--- src/rtl/park_pkg.sv ---
// rtl/park_pkg.sv - shared types, default parameters and width helper for the parking controller
package park_pkg;

  typedef enum logic [1:0] {
    IDLE     = 2'd0,
    OPEN     = 2'd1,
    WAIT_REL = 2'd2
  } gate_state_t;

  localparam int DEF_NUM_FLOORS      = 4;
  localparam int DEF_SPOTS_PER_FLOOR = 8;
  localparam int DEF_GATE_CYCLES     = 3;

  function automatic int floor_width(input int n);
    return (n > 1) ? $clog2(n) : 1;
  endfunction

endpackage

--- src/rtl/park_controller_if.sv ---
// rtl/park_controller_if.sv - entry/exit requests and occupancy status bundle
interface park_controller_if
  import park_pkg::*;
#(
  parameter int FLOOR_W = floor_width(DEF_NUM_FLOORS),
  parameter int SPOT_W  = $clog2(DEF_SPOTS_PER_FLOOR + 1),
  parameter int TOT_W   = $clog2(DEF_NUM_FLOORS * DEF_SPOTS_PER_FLOOR + 1)
);

  logic               car_in;
  logic               car_out;
  logic [FLOOR_W-1:0] out_floor;
  logic [SPOT_W-1:0]  free_spot;
  logic [FLOOR_W-1:0] current_floor;
  logic [TOT_W-1:0]   total_free;
  logic               parking_full;
  logic               gate_open;
  logic               in_ack;
  logic [FLOOR_W-1:0] assigned_floor;
  logic               in_reject;
  logic               out_err;

  modport master (
    output car_in, car_out, out_floor,
    input  free_spot, current_floor, total_free, parking_full,
    input  gate_open, in_ack, assigned_floor, in_reject, out_err
  );

  modport slave (
    input  car_in, car_out, out_floor,
    output free_spot, current_floor, total_free, parking_full,
    output gate_open, in_ack, assigned_floor, in_reject, out_err
  );

endinterface

--- src/rtl/park_floor_ctr.sv ---
// rtl/park_floor_ctr.sv - saturating occupancy counter for a single floor
module park_floor_ctr
  import park_pkg::*;
#(
  parameter int SPOTS_PER_FLOOR = DEF_SPOTS_PER_FLOOR,
  parameter int SPOT_W          = $clog2(SPOTS_PER_FLOOR + 1)
) (
  input  logic              clk,
  input  logic              rst,
  input  logic              inc,
  input  logic              dec,
  output logic [SPOT_W-1:0] count,
  output logic              full,
  output logic              empty
);

  logic [SPOT_W-1:0] r_count;
  logic              w_do_inc;
  logic              w_do_dec;

  assign full     = (r_count == SPOT_W'(SPOTS_PER_FLOOR));
  assign empty    = (r_count == '0);
  assign count    = r_count;
  assign w_do_inc = inc && !full;
  assign w_do_dec = dec && !empty;

  // A legal admit and a legal exit in the same cycle cancel out.
  always_ff @(posedge clk) begin
    if (!rst) begin
      r_count <= '0;
    end else if (w_do_inc && !w_do_dec) begin
      r_count <= r_count + SPOT_W'(1);
    end else if (w_do_dec && !w_do_inc) begin
      r_count <= r_count - SPOT_W'(1);
    end
  end

endmodule

--- src/rtl/park_controller.sv ---
// rtl/park_controller.sv - multi-floor car park: entry gate FSM, exit handling, free-spot status
module park_controller
  import park_pkg::*;
#(
  parameter int NUM_FLOORS      = DEF_NUM_FLOORS,
  parameter int SPOTS_PER_FLOOR = DEF_SPOTS_PER_FLOOR,
  parameter int GATE_CYCLES     = DEF_GATE_CYCLES,
  localparam int FLOOR_W = floor_width(NUM_FLOORS),
  localparam int SPOT_W  = $clog2(SPOTS_PER_FLOOR + 1),
  localparam int TOT_W   = $clog2(NUM_FLOORS * SPOTS_PER_FLOOR + 1)
) (
  input logic               clk,
  input logic               rst,
  park_controller_if.slave  bus
);

  localparam int GCNT_W = (GATE_CYCLES > 1) ? $clog2(GATE_CYCLES) : 1;

  gate_state_t        r_state;
  gate_state_t        w_next_state;
  logic [GCNT_W-1:0]  r_gate_cnt;
  logic               r_car_out_prev;
  logic               r_in_ack;
  logic               r_in_reject;
  logic               r_out_err;
  logic [FLOOR_W-1:0] r_assigned_floor;

  logic [SPOT_W-1:0]     w_count [NUM_FLOORS];
  logic [NUM_FLOORS-1:0] w_full;
  logic [NUM_FLOORS-1:0] w_empty;
  logic [NUM_FLOORS-1:0] w_inc;
  logic [NUM_FLOORS-1:0] w_dec;
  logic [FLOOR_W-1:0]    w_cur_floor;
  logic [SPOT_W-1:0]     w_cur_count;
  logic [TOT_W-1:0]      w_total_free;
  logic                  w_parking_full;
  logic                  w_gate_last;
  logic                  w_admit;
  logic                  w_reject;
  logic                  w_exit_edge;
  logic                  w_floor_ok;
  logic                  w_sel_empty;
  logic                  w_exit_ok;

  for (genvar f = 0; f < NUM_FLOORS; f++) begin : g_floor
    assign w_inc[f] = w_admit && (w_cur_floor == FLOOR_W'(f));
    assign w_dec[f] = w_exit_ok && (bus.out_floor == FLOOR_W'(f));

    park_floor_ctr #(
      .SPOTS_PER_FLOOR (SPOTS_PER_FLOOR),
      .SPOT_W          (SPOT_W)
    ) u_ctr (
      .clk   (clk),
      .rst   (rst),
      .inc   (w_inc[f]),
      .dec   (w_dec[f]),
      .count (w_count[f]),
      .full  (w_full[f]),
      .empty (w_empty[f])
    );
  end

  // Scanning downward leaves the lowest non-full floor selected; floor 0 when all are full.
  always_comb begin
    w_cur_floor = '0;
    w_cur_count = w_count[0];
    for (int f = NUM_FLOORS - 1; f >= 0; f--) begin
      if (!w_full[f]) begin
        w_cur_floor = FLOOR_W'(f);
        w_cur_count = w_count[f];
      end
    end
  end

  always_comb begin
    w_total_free = '0;
    for (int f = 0; f < NUM_FLOORS; f++) begin
      w_total_free = w_total_free + (TOT_W'(SPOTS_PER_FLOOR) - TOT_W'(w_count[f]));
    end
  end

  // Matching out_floor against each valid index also rejects out-of-range floors.
  always_comb begin
    w_floor_ok  = 1'b0;
    w_sel_empty = 1'b1;
    for (int f = 0; f < NUM_FLOORS; f++) begin
      if (bus.out_floor == FLOOR_W'(f)) begin
        w_floor_ok  = 1'b1;
        w_sel_empty = w_empty[f];
      end
    end
  end

  assign w_parking_full = &w_full;
  assign w_exit_edge    = bus.car_out && !r_car_out_prev;
  assign w_exit_ok      = w_exit_edge && w_floor_ok && !w_sel_empty;
  assign w_gate_last    = (r_gate_cnt == GCNT_W'(GATE_CYCLES - 1));

  always_ff @(posedge clk) begin
    if (!rst) begin
      r_state          <= IDLE;
      r_gate_cnt       <= '0;
      r_car_out_prev   <= 1'b0;
      r_in_ack         <= 1'b0;
      r_in_reject      <= 1'b0;
      r_out_err        <= 1'b0;
      r_assigned_floor <= '0;
    end else begin
      r_state        <= w_next_state;
      r_gate_cnt     <= ((r_state == OPEN) && !w_gate_last) ? r_gate_cnt + GCNT_W'(1) : '0;
      r_car_out_prev <= bus.car_out;
      r_in_ack       <= w_admit;
      r_in_reject    <= w_reject;
      r_out_err      <= w_exit_edge && !w_exit_ok;
      if (w_admit) begin
        r_assigned_floor <= w_cur_floor;
      end
    end
  end

  always_comb begin
    w_next_state = r_state;
    case (r_state)
      IDLE:     if (bus.car_in) w_next_state = w_parking_full ? WAIT_REL : OPEN;
      OPEN:     if (w_gate_last) w_next_state = WAIT_REL;
      WAIT_REL: if (!bus.car_in) w_next_state = IDLE;
      default:  w_next_state = IDLE;
    endcase
  end

  // Admission is decided on pre-update occupancy, so a same-cycle exit cannot rescue a reject.
  always_comb begin
    w_admit  = (r_state == IDLE) && bus.car_in && !w_parking_full;
    w_reject = (r_state == IDLE) && bus.car_in && w_parking_full;
  end

  assign bus.gate_open      = (r_state == OPEN);
  assign bus.in_ack         = r_in_ack;
  assign bus.in_reject      = r_in_reject;
  assign bus.out_err        = r_out_err;
  assign bus.assigned_floor = r_assigned_floor;
  assign bus.free_spot      = SPOT_W'(SPOTS_PER_FLOOR) - w_cur_count;
  assign bus.current_floor  = w_cur_floor;
  assign bus.total_free     = w_total_free;
  assign bus.parking_full   = w_parking_full;

endmodule

--- src/flat_wrapper.sv ---
// flat-port wrapper written by rule: the top's interface ports become plain ports
module park_controller_flat import park_pkg::*;
#(
  parameter int NUM_FLOORS      = DEF_NUM_FLOORS,
  parameter int SPOTS_PER_FLOOR = DEF_SPOTS_PER_FLOOR,
  parameter int GATE_CYCLES     = DEF_GATE_CYCLES,
  localparam int FLOOR_W = floor_width(NUM_FLOORS),
  localparam int SPOT_W  = $clog2(SPOTS_PER_FLOOR + 1),
  localparam int TOT_W   = $clog2(NUM_FLOORS * SPOTS_PER_FLOOR + 1)
)
  (clk, rst, bus_car_in, bus_car_out, bus_out_floor, bus_free_spot, bus_current_floor, bus_total_free, bus_parking_full, bus_gate_open, bus_in_ack, bus_assigned_floor, bus_in_reject, bus_out_err);
  park_controller_if #(.FLOOR_W((2)), .SPOT_W((4)), .TOT_W((6))) bus_i ();
  input logic clk;
  input logic rst;
  input wire logic [$bits(bus_i.car_in)-1:0] bus_car_in;
  input wire logic [$bits(bus_i.car_out)-1:0] bus_car_out;
  input wire logic [$bits(bus_i.out_floor)-1:0] bus_out_floor;
  output wire logic [$bits(bus_i.free_spot)-1:0] bus_free_spot;
  output wire logic [$bits(bus_i.current_floor)-1:0] bus_current_floor;
  output wire logic [$bits(bus_i.total_free)-1:0] bus_total_free;
  output wire logic [$bits(bus_i.parking_full)-1:0] bus_parking_full;
  output wire logic [$bits(bus_i.gate_open)-1:0] bus_gate_open;
  output wire logic [$bits(bus_i.in_ack)-1:0] bus_in_ack;
  output wire logic [$bits(bus_i.assigned_floor)-1:0] bus_assigned_floor;
  output wire logic [$bits(bus_i.in_reject)-1:0] bus_in_reject;
  output wire logic [$bits(bus_i.out_err)-1:0] bus_out_err;
  assign bus_i.car_in = bus_car_in;
  assign bus_i.car_out = bus_car_out;
  assign bus_i.out_floor = bus_out_floor;
  assign bus_free_spot = bus_i.free_spot;
  assign bus_current_floor = bus_i.current_floor;
  assign bus_total_free = bus_i.total_free;
  assign bus_parking_full = bus_i.parking_full;
  assign bus_gate_open = bus_i.gate_open;
  assign bus_in_ack = bus_i.in_ack;
  assign bus_assigned_floor = bus_i.assigned_floor;
  assign bus_in_reject = bus_i.in_reject;
  assign bus_out_err = bus_i.out_err;
  park_controller #(.NUM_FLOORS(NUM_FLOORS), .SPOTS_PER_FLOOR(SPOTS_PER_FLOOR), .GATE_CYCLES(GATE_CYCLES)) u_core (.clk(clk), .rst(rst), .bus(bus_i));
endmodule
--- config.mk ---
export PLATFORM = sky130hd
export DESIGN_NAME = park_controller_flat
export DESIGN_NICKNAME = d
export VERILOG_FILES = /design/src/rtl/park_pkg.sv /design/src/rtl/park_controller_if.sv /design/src/rtl/park_floor_ctr.sv /design/src/rtl/park_controller.sv /design/src/flat_wrapper.sv
export SDC_FILE = /design/constraint.sdc
export NUM_CORES = 1
export LEC_CHECK = 0
export ABC_AREA = 0
export CAP_MARGIN = 25
export CORE_MARGIN = 2
export CORE_UTILIZATION = 62
export DETAILED_ROUTE_END_ITERATION = 10
export GPL_TIMING_DRIVEN = 0
export PLACE_DENSITY = 0.89
export SETUP_SLACK_MARGIN = 0.4
export SYNTH_ARGS = -nofsm -noshare
export SYNTH_HDL_FRONTEND = slang
export SYNTH_HIERARCHICAL = 1
export SYNTH_SLANG_ARGS = --single-unit
--- constraint.sdc ---
create_clock -name clk -period 12.7 [get_ports clk]
set_clock_uncertainty 0.05 [all_clocks]
set_input_delay 3.175 -clock clk [delete_from_list [all_inputs] [get_ports clk]]
set_output_delay 3.175 -clock clk [all_outputs]
set_load 0.02 [all_outputs]
Word level (Yosys, flattened, before mapping)

Index checks and enable logic that the tools add are counted.

Output and inout bits: 19
Input port bits: 6
Register bits after elaboration: 26
Word-level logic and storage cells: 140

Add/sub/neg operators: 17
Reductions and logical operators: 67
Multiplexer cells: 29
Equal/unequal tests: 16

Operators by type and width:

| cell                                                                    | count |
|---|---|
| 4-bit two-way mux                                                       | 12 |
| 1-bit logical AND                                                       | 32 |
| 1-bit zero test                                                         | 21 |
| 4-bit by 4-bit subtractor with 5-bit output, first input constant       | 4 |
| 6-bit adder                                                             | 3 |
| 4-bit by 1-bit adder with 4-bit output, second input constant           | 4 |
| 4-bit == test, second input constant                                    | 4 |
| 4-bit zero test                                                         | 4 |
| 2-bit two-way mux                                                       | 8 |
| 4-bit by 1-bit subtractor with 4-bit output, second input constant      | 4 |
| 2-bit == test, second input constant                                    | 6 |
| 1-bit two-way mux                                                       | 8 |
| 2-bit nonzero test                                                      | 4 |
| 2-bit by 1-bit == test with 1-bit output, second input constant         | 3 |
| 2-bit zero test                                                         | 3 |
| 2-bit one-hot mux with 3 select lines                                   | 1 |
| 2-bit inequality test, second input constant                            | 2 |
| 4-bit AND reduction                                                     | 1 |
| 4-bit subtractor, first input constant                                  | 1 |
| 3-bit AND reduction                                                     | 1 |
| 2-bit by 1-bit adder with 2-bit output, second input constant           | 1 |
| 2-bit by 1-bit inequality test with 1-bit output, second input constant | 1 |
| 2-bit AND reduction                                                     | 1 |

Logic depth before layout (Yosys ltp)

Gate-level depths: netlist of the first run.

Word-level depth: 12
Depth in mapped cells: 14
Gate-level depth less buffers: 13

Hierarchy

The synthesis of the first run kept the hierarchy.

By module, submodules not included:

| module          | cells each | seq. area each (um2) | instances | area an instance (um2) |
|---|---|---|---|---|
| park_controller | 156        | 200.2                | 1         | 1288.7 |
| park_floor_ctr  | 30         | 80.1                 | 4         | 300.3 |

Least setup slack after synthesis of the first run

OpenSTA, ideal clock, no wires.

Path kind: flip-flop to output port
Start point: reg u_core.g_floor[0].u_ctr.r_count[0]
End point: out bus_total_free[5]
Arrival time: 3138 ps
Path slack: 6337 ps
Path buffers: 0
Data required time: 9475 ps
Stages on the path, launching flop included: 12
Cells stage by stage: dfxtp_1 -> inv_1 -> ha_1 -> inv_1 -> fa_1 -> fa_1 -> inv_1 -> ha_1 -> fa_1 -> a21o_1 -> a21oi_1 -> xnor2_1

Longest elaborated chain between the ends: 4

Ends and longest elaborated chain:

| item                                        | RTL line              | text |
|---|---|---|
| start, declared                             | park_floor_ctr.sv:17  | `logic [SPOT_W-1:0] r_count;` |
| start signal, assigned                      | park_floor_ctr.sv:32  | `r_count <= r_count + SPOT_W'(1);` |
| start signal, assigned                      | park_floor_ctr.sv:34  | `r_count <= r_count - SPOT_W'(1);` |
| 4-bit by 4-bit subtractor with 5-bit output | park_controller.sv:78 | `w_total_free = w_total_free + (TOT_W'(SPOTS_PER_FLOOR) - TOT_W'(w_count[f]));` |
| 6-bit adder (3 in a row)                    | park_controller.sv:78 |  |
| end, declared                               | flat_wrapper.sv:20    | `output wire logic [$bits(bus_i.total_free)-1:0] bus_total_free;` |

No other way between the ends.

Worst setup path after layout of the first run

Same ends and word-level chain as after synthesis.

==> results of run 1 <==
-- placed cells by master, fill, tap and decap left out, types with 2 or more instances in the layout --
cell type | netlist | final
xor2_1 | 8 | 8
fa_1 | 14 | 14
and2_1 | 10 | 10
nor4b_1 | 5 | 5
clkbuf_8 | 0 | 3
buf_12 | 4 | 4
nand3_1 | 6 | 6
o21ai_0 | 9 | 9
inv_1 | 30 | 30
o21ai_1 | 2 | 2
dfxtp_1 | 26 | 26
a21o_1 | 2 | 2
nand2b_1 | 10 | 10
nor3_1 | 5 | 5
a211oi_1 | 2 | 2
xnor2_1 | 16 | 16
a21oi_2 | 4 | 4
and3_1 | 2 | 2
ha_1 | 23 | 23
nor2b_1 | 16 | 16
mux2i_1 | 9 | 9
a22o_1 | 2 | 2
buf_2 | 2 | 3
nand3b_1 | 3 | 3
a21oi_1 | 4 | 4
a21boi_1 | 2 | 2
a211oi_2 | 4 | 4
nor4_1 | 5 | 5
clkdlybuf4s50_1 | 0 | 24
nor2_1 | 13 | 13
inv_2 | 4 | 4
a31oi_1 | 4 | 4
nand2_1 | 18 | 18
-- final cells by class --
cell class | count | area (µm²)
multi-input cells | 209 | 1750
well taps | 50 | 62.6
fillers | 277 | 1070
clock buffers | 3 | 41.3
plain buffers | 7 | 93.8
inverters | 34 | 128
repair buffers | 26 | 250
clock inverters | 1 | 30.0
flip-flops and latches | 26 | 520
-- cell families after synthesis --
kind of cell | share of synthesized area
AOI/OAI and AO/OA | 0.129
xor gates and xnor gates | 0.0844
adders and majority gates | 0.228
buffers and inverters | 0.0889
DFF | 0.209
muxes | 0.0452
and+or+nand+nor | 0.215
-- sequential cells by signal, indices dropped and copies added, names as in the netlist --
name and cells:
u_core/g_floor.u_ctr/count 16, u_core/bus.assigned_floor 2, u_core/r_gate_cnt 2, u_core/r_state 2, u_core/bus.in_ack 1, u_core/bus.in_reject 1
u_core/bus.out_err 1, u_core/r_car_out_prev 1
-- through the flow --
| stage | total power, mW | hold slack, ps | instance area, µm² | std cells | util |
|---|---|---|---|---|---|
| 2_1_floorplan | 0.432 | 343 | 2490 | 276 | - |
| 3_3_place_gp | 0.566 | 352 | 2790 | 350 | 0.708 |
| 3_5_place_dp | 0.585 | 352 | 2800 | 351 | 0.710 |
| 4_1_cts | 0.656 | 373 | 2870 | 355 | 0.728 |
| 5_1_grt | 0.706 | 394 | 2870 | 356 | 0.729 |
| 6_report | 0.650 | 378 | 2870 | 356 | 0.729 |
-- how the worst min path moves through the flow --
| stage | startpoint | to | slack, ps |
|---|---|---|---|
| 2_1_floorplan | u_core/r_gate_cnt[0]$_SDFF_PN0_ | u_core/r_gate_cnt[0]$_SDFF_PN0_ | 340 |
| 3_3_place_gp | u_core/r_gate_cnt[0]$_SDFF_PN0_ | u_core/r_gate_cnt[0]$_SDFF_PN0_ | 350 |
| 3_5_place_dp | u_core/r_gate_cnt[0]$_SDFF_PN0_ | u_core/r_gate_cnt[0]$_SDFF_PN0_ | 350 |
| 4_1_cts | u_core/r_gate_cnt[0]$_SDFF_PN0_ | u_core/r_gate_cnt[0]$_SDFF_PN0_ | 370 |
| 5_1_grt | u_core/r_gate_cnt[0]$_SDFF_PN0_ | u_core/r_gate_cnt[0]$_SDFF_PN0_ | 390 |
| 6_report | u_core/r_gate_cnt[0]$_SDFF_PN0_ | u_core/r_gate_cnt[0]$_SDFF_PN0_ | 380 |
-- power breakdown --
group | internal (mW) | switching [mW] | total (mW)
sequential | 0.0916 | 0.0226 | 0.114
combinational | 0.227 | 0.237 | 0.465
clock | 0.0423 | 0.0286 | 0.0709
-- per-layer routing --
layer,GRT usage,vias to the layer above,routed length (µm)
met5,0,-,0
met4,0.0740,0,60
met3,0.0300,6,205
met2,0.412,51,2450
met1,0.302,934,2230
li1,-,991,-
==> impl_metrics.py, run 1 <==
metrics = {
    "run_status": {
        "outcome": "finished, final reports clean",
    },
    "critical_path": {
        "r2r-end": "u_core/g_floor[3].u_ctr/count[3]$_SDFFE_PN0P_",
        "cp.buffers_inverters": 4,
        "critPathLaunchType": "register",
        "end_kind": "output pin",
        "crit_end": "bus_total_free[5]",
        "crit_fanout": 10,
        "path_depth": 12,
        "reg2reg_depth": 13,
        "required_ps": 9470,
        "rr_startpoint": "u_core/g_floor[0].u_ctr/count[0]$_SDFFE_PN0P_",
        "cp.arrival_ps": 4160,
        "r2r_setup_slack_ps": 9200,
        "path_class": "register to output pin",
        "worstSetupStartpoint": "u_core/g_floor[0].u_ctr/count[0]$_SDFFE_PN0P_",
        "cpPeakStageDelay_ps": 620,
        "slowest_stage": "dfxtp_1",
        "crit_family": "adder cells",
        "path_cells": "inv_1 -> ha_1 -> inv_1 -> fa_1 -> fa_1 -> inv_1 -> ha_1 -> fa_1 -> a21o_1 -> a21oi_1 -> xnor2_1 -> clkdlybuf4s50_1",
    },
    "detailed_routing": {
        "first_iter_violations": 94,
        "vias": 1982,
        "firstDrtPassIters": 4,
        "routed_wl_um": 4940,
        "viasPerCell": 5.57,
        "drc_errors": 0,
        "antenna_left": 0,
        "wl_per_cell_um": 13.9,
    },
    "min_path": {
        "hold_class": "register to register",
        "min_path_cells": 1,
    },
    "synthesis": {
        "synth-main-ff-cell": "dfxtp_1",
        "ys_types": 43,
        "yosys-top-cells-area": "dfxtp_1 (21%), ha_1 (12%), fa_1 (11%), xnor2_1 (5.6%), inv_1 (4.5%)",
        "seq_area_frac_synth": 0.209,
        "syn_avg_cell_area_um2": 9.02,
        "synth-edff-count": 0,
        "synth_nets": 319,
        "yosysMostFrequentCell": "inv_1",
        "synthCells": 276,
        "async_flop_share": 0,
        "synth-seq-cells": 26,
        "synth_common_cells": "inv_1 (30), dfxtp_1 (26), ha_1 (23), nand2_1 (18)",
        "syn_area_mm2": 0.00249,
        "synth_largest_area_cell": "dfxtp_1",
        "yosys_warnings": 6,
        "synth_top_area_share": 0.209,
    },
    "timing": {
        "timing.fmax_ghz": 0.135,
        "finalHoldViolCount": 0,
        "drv_slew": 0,
        "layout_min_cycle_time_ps": 7380,
        "period_share": 0.581,
        "fin_setup_tns_ps": 0,
        "rsz0062_at_grt": "no",
        "timing.final.ws_setup_ps": 5320,
        "worstMarginPinSlew_ps": 855,
        "relSlewSlack": 0.428,
        "finalSetupViolations": 0,
    },
    "pwr": {
        "power.leakage_nw": 1.20,
        "power_density_mw_per_mm2": 226,
        "vdd_ir_drop_max_mv": 0.0979,
    },
    "flow_run": {
        "cap_violations": 0,
    },
    "clock_tree": {
        "cts_tree": "yes",
        "htree_levels": 1,
        "cts.repair.resized": 0,
        "clkTransAtPathRegs_ps": 90,
        "clkLatencyLatePin_ps": 280,
        "cts_root_buf": "clkbuf_8",
        "clock_sinks": 26,
        "holdBufCountCts": 0,
        "cts_buffers": 3,
        "cts_buffer_depth": 2,
        "cts_setup_buffers": 0,
    },
    "global_route": {
        "grt_pass1_wl_um": 8200,
        "grt_max_degree": 28,
        "gr-total-overflow": 0,
        "grt_pass1_vias": 1900,
        "antenna_found_initial": 0,
        "track_usage": 0.236,
    },
    "cells_and_area": {
        "nets": 350,
        "area_growth_pct": 15.4,
        "drive_above_1_share": 0.0948,
        "antenna_cells": 0,
    },
    "placement": {
        "dpl_worst_slack_ps": 5590,
        "dp_hpwl_um": 3820,
        "io_buffers": 24,
        "gp_congestion": 0.918,
    },
    "die": {
        "dieArea_mm2": 0.00454,
        "core_area_mm2": 0.00394,
        "pin_count": 25,
        "fp.dieH_um": 67.4,
        "rows": 23,
        "start_util": 0.632,
        "die_w_um": 67.4,
    },
}
(Power assumes the default switching activity.)
==> run 2, diff against run 1 <==
--- a/config.mk
+++ b/config.mk
@@ -8,10 +8,10 @@
 export ABC_AREA = 0
 export CAP_MARGIN = 25
 export CORE_MARGIN = 2
-export CORE_UTILIZATION = 62
+export CORE_UTILIZATION = 58
 export DETAILED_ROUTE_END_ITERATION = 10
 export GPL_TIMING_DRIVEN = 0
-export PLACE_DENSITY = 0.89
+export PLACE_DENSITY = 0.84
 export SETUP_SLACK_MARGIN = 0.4
 export SYNTH_ARGS = -nofsm -noshare
 export SYNTH_HDL_FRONTEND = slang
==> constraint.sdc (replaced) <==
create_clock -name clk -period 7.3 [get_ports clk]
set_clock_uncertainty 0.05 [all_clocks]
set_input_delay 1.825 -clock clk [delete_from_list [all_inputs] [get_ports clk]]
set_output_delay 1.825 -clock clk [all_outputs]
set_load 0.02 [all_outputs]
==> impl_metrics.py, run 2 (synthesized netlist as in run 1, its figures left out) <==
metrics = {
    "run_status": {
        "outcome": "finished, final reports clean",
    },
    "clock_tree": {
        "cts_root_buf": "clkbuf_8",
        "clkLatencyLatePin_ps": 280,
        "cts_tree": "yes",
        "htree_levels": 1,
        "cts_buffer_depth": 2,
        "cts_buffers": 3,
        "holdBufCountCts": 0,
        "cts.repair.resized": 0,
        "clkTransAtPathRegs_ps": 100,
        "cts_setup_buffers": 0,
        "clock_sinks": 26,
    },
    "pwr": {
        "p_seq_frac": 0.177,
        "power_density_mw_per_mm2": 393,
        "internal_power_mw": 0.628,
        "clockPowerShare": 0.109,
        "vdd_ir_drop_max_mv": 0.195,
        "p_sw_frac": 0.444,
        "pwr-share-comb": 0.714,
        "power.leakage_nw": 1.20,
        "p_switching_mw": 0.501,
    },
    "critical_path": {
        "reg2reg_depth": 13,
        "critPathLaunchType": "register",
        "r2r-end": "u_core/g_floor[3].u_ctr/count[3]$_SDFFE_PN0P_",
        "end_kind": "output pin",
        "slowest_stage": "dfxtp_1",
        "cp.arrival_ps": 4170,
        "path_cells": "inv_1 -> ha_1 -> inv_1 -> fa_1 -> fa_1 -> inv_1 -> ha_1 -> fa_1 -> a21o_1 -> a21oi_1 -> xnor2_1 -> clkdlybuf4s50_1",
        "rr_startpoint": "u_core/g_floor[0].u_ctr/count[0]$_SDFFE_PN0P_",
        "cpPeakStageDelay_ps": 640,
        "crit_fanout": 10,
        "r2r_setup_slack_ps": 3780,
        "required_ps": 5430,
        "path_class": "register to output pin",
    },
    "global_route": {
        "grt_max_degree": 28,
        "grt_pass1_vias": 1998,
        "gr-total-overflow": 0,
        "antenna_found_initial": 0,
        "track_usage": 0.223,
        "grt_pass1_wl_um": 8900,
    },
    "cells_and_area": {
        "layout_commonest_cell": "inv_1",
        "finalInstanceArea_mm2": 0.00287,
        "nets": 350,
        "antenna_cells": 0,
        "layout_common_cells": "inv_1 (30), dfxtp_1 (26), clkdlybuf4s50_1 (24)",
        "largest_register_ffs": 16,
        "fill_cells": 315,
        "seq_area_um2": 520,
        "final_cells": 356,
        "fin_util": 0.708,
        "area_growth_pct": 15.4,
        "multiInputGateArea_mm2": 0.00175,
        "drive_above_1_share": 0.0948,
    },
    "placement": {
        "gp_congestion": 0.862,
        "placed_cell_area_mm2": 0.00280,
        "dp_hpwl_um": 3890,
        "dp_cells": 351,
        "io_buffers": 24,
    },
    "detailed_routing": {
        "first_iter_violations": 80,
        "antenna_left": 0,
        "viasPerCell": 5.53,
        "wl_per_cell_um": 14.4,
        "met2_length_um": 2630,
        "routed_wl_um": 5110,
        "firstDrtPassIters": 4,
        "met1_length_um": 2280,
        "topRoutingLayerUsed": "met4",
        "route.met3.wl_um": 184,
        "drc_errors": 0,
        "vias": 1970,
    },
    "timing": {
        "period_share": 0.828,
        "timing.fmax_ghz": 0.165,
        "rsz0062_at_grt": "no",
        "drv_slew": 0,
        "layout_min_cycle_time_ps": 6050,
        "worstMarginPinSlew_ps": 903,
        "finalHoldViolCount": 0,
        "finalSetupViolations": 0,
        "relSlewSlack": 0.396,
        "fin_setup_tns_ps": 0,
    },
    "min_path": {
        "min_path_cells": 1,
        "whs_endpoint": "u_core/r_gate_cnt[0]$_SDFF_PN0_",
        "worstHoldStart": "u_core/r_gate_cnt[0]$_SDFF_PN0_",
        "hold_class": "register to register",
    },
    "die": {
        "core_area_mm2": 0.00406,
        "fp.dieH_um": 69.5,
        "pin_count": 25,
        "dieArea_mm2": 0.00483,
        "die_w_um": 69.5,
        "rows": 23,
        "start_util": 0.614,
    },
    "flow_run": {
        "cap_violations": 0,
    },
}
-- run 2: cell counts in the layout (fill, tap and decap cells not counted) --
No cell type changed its count.
-- run 2: worst max path at each step --
stage,start,endpoint,slack (ps),depth (start not counted)
finish,u_core/g_floor[0].u_ctr/count[0]$_SDFFE_PN0P_,bus_total_free[5],1250,12
CTS,u_core/g_floor[0].u_ctr/count[0]$_SDFFE_PN0P_,bus_total_free[5],1210,12
global placement,u_core/g_floor[0].u_ctr/count[0]$_SDFFE_PN0P_,bus_total_free[5],1600,12
detailed placement,u_core/g_floor[0].u_ctr/count[0]$_SDFFE_PN0P_,bus_total_free[5],1550,12
floorplan,u_core/g_floor[0].u_ctr/count[0]$_SDFFE_PN0P_,bus_total_free[5],2290,11
global route,u_core/g_floor[0].u_ctr/count[0]$_SDFFE_PN0P_,bus_total_free[5],1090,12
-- run 2: metrics by stage --
step	power (mW)	hold slack, ps	setup slack [ps]
final	1.13	370	1250
after global routing	1.22	387	1090
after CTS	1.14	374	1210
after detailed placement	1.01	359	1550
after global placement	0.991	353	1600
after floorplan	0.751	343	2290
-- run 2: area by class of cell --
cell class | instances | area share
multi-input combinational | 209 | 0.608
sequential | 26 | 0.181
timing repair buffer | 26 | 0.0871
inverter | 34 | 0.0444
buffer | 7 | 0.0327
tap | 50 | 0.0218
clock buffer | 3 | 0.0144
clock inverter | 1 | 0.0104
-- run 2: worst max-delay path, delay by kind of cell, from the launching register on --
kind	cells	cell delay [ps]
adder cells (fa/ha/maj)	5	1980
buffers and inverters	4	790
flip-flops	1	640
AO/OA/AOI/OAI	2	340
XOR/XNOR	1	130
-- run 2: routing by layer --
layer | track usage | up-vias
li1 | - | 991
met1 | 0.275 | 942
met2 | 0.410 | 35
met3 | 0.0349 | 2
met4 | 0.0458 | 0
met5 | 0 | -
-- run 2: power groups by stage --
stage / clock, mW / combinational [mW] / sequential (mW)
floorplan: 0 / 0.559 / 0.192
global placement: 0 / 0.789 / 0.202
detailed placement: 0 / 0.809 / 0.201
CTS: 0.126 / 0.812 / 0.199
global route: 0.131 / 0.888 / 0.202
finish: 0.124 / 0.806 / 0.199
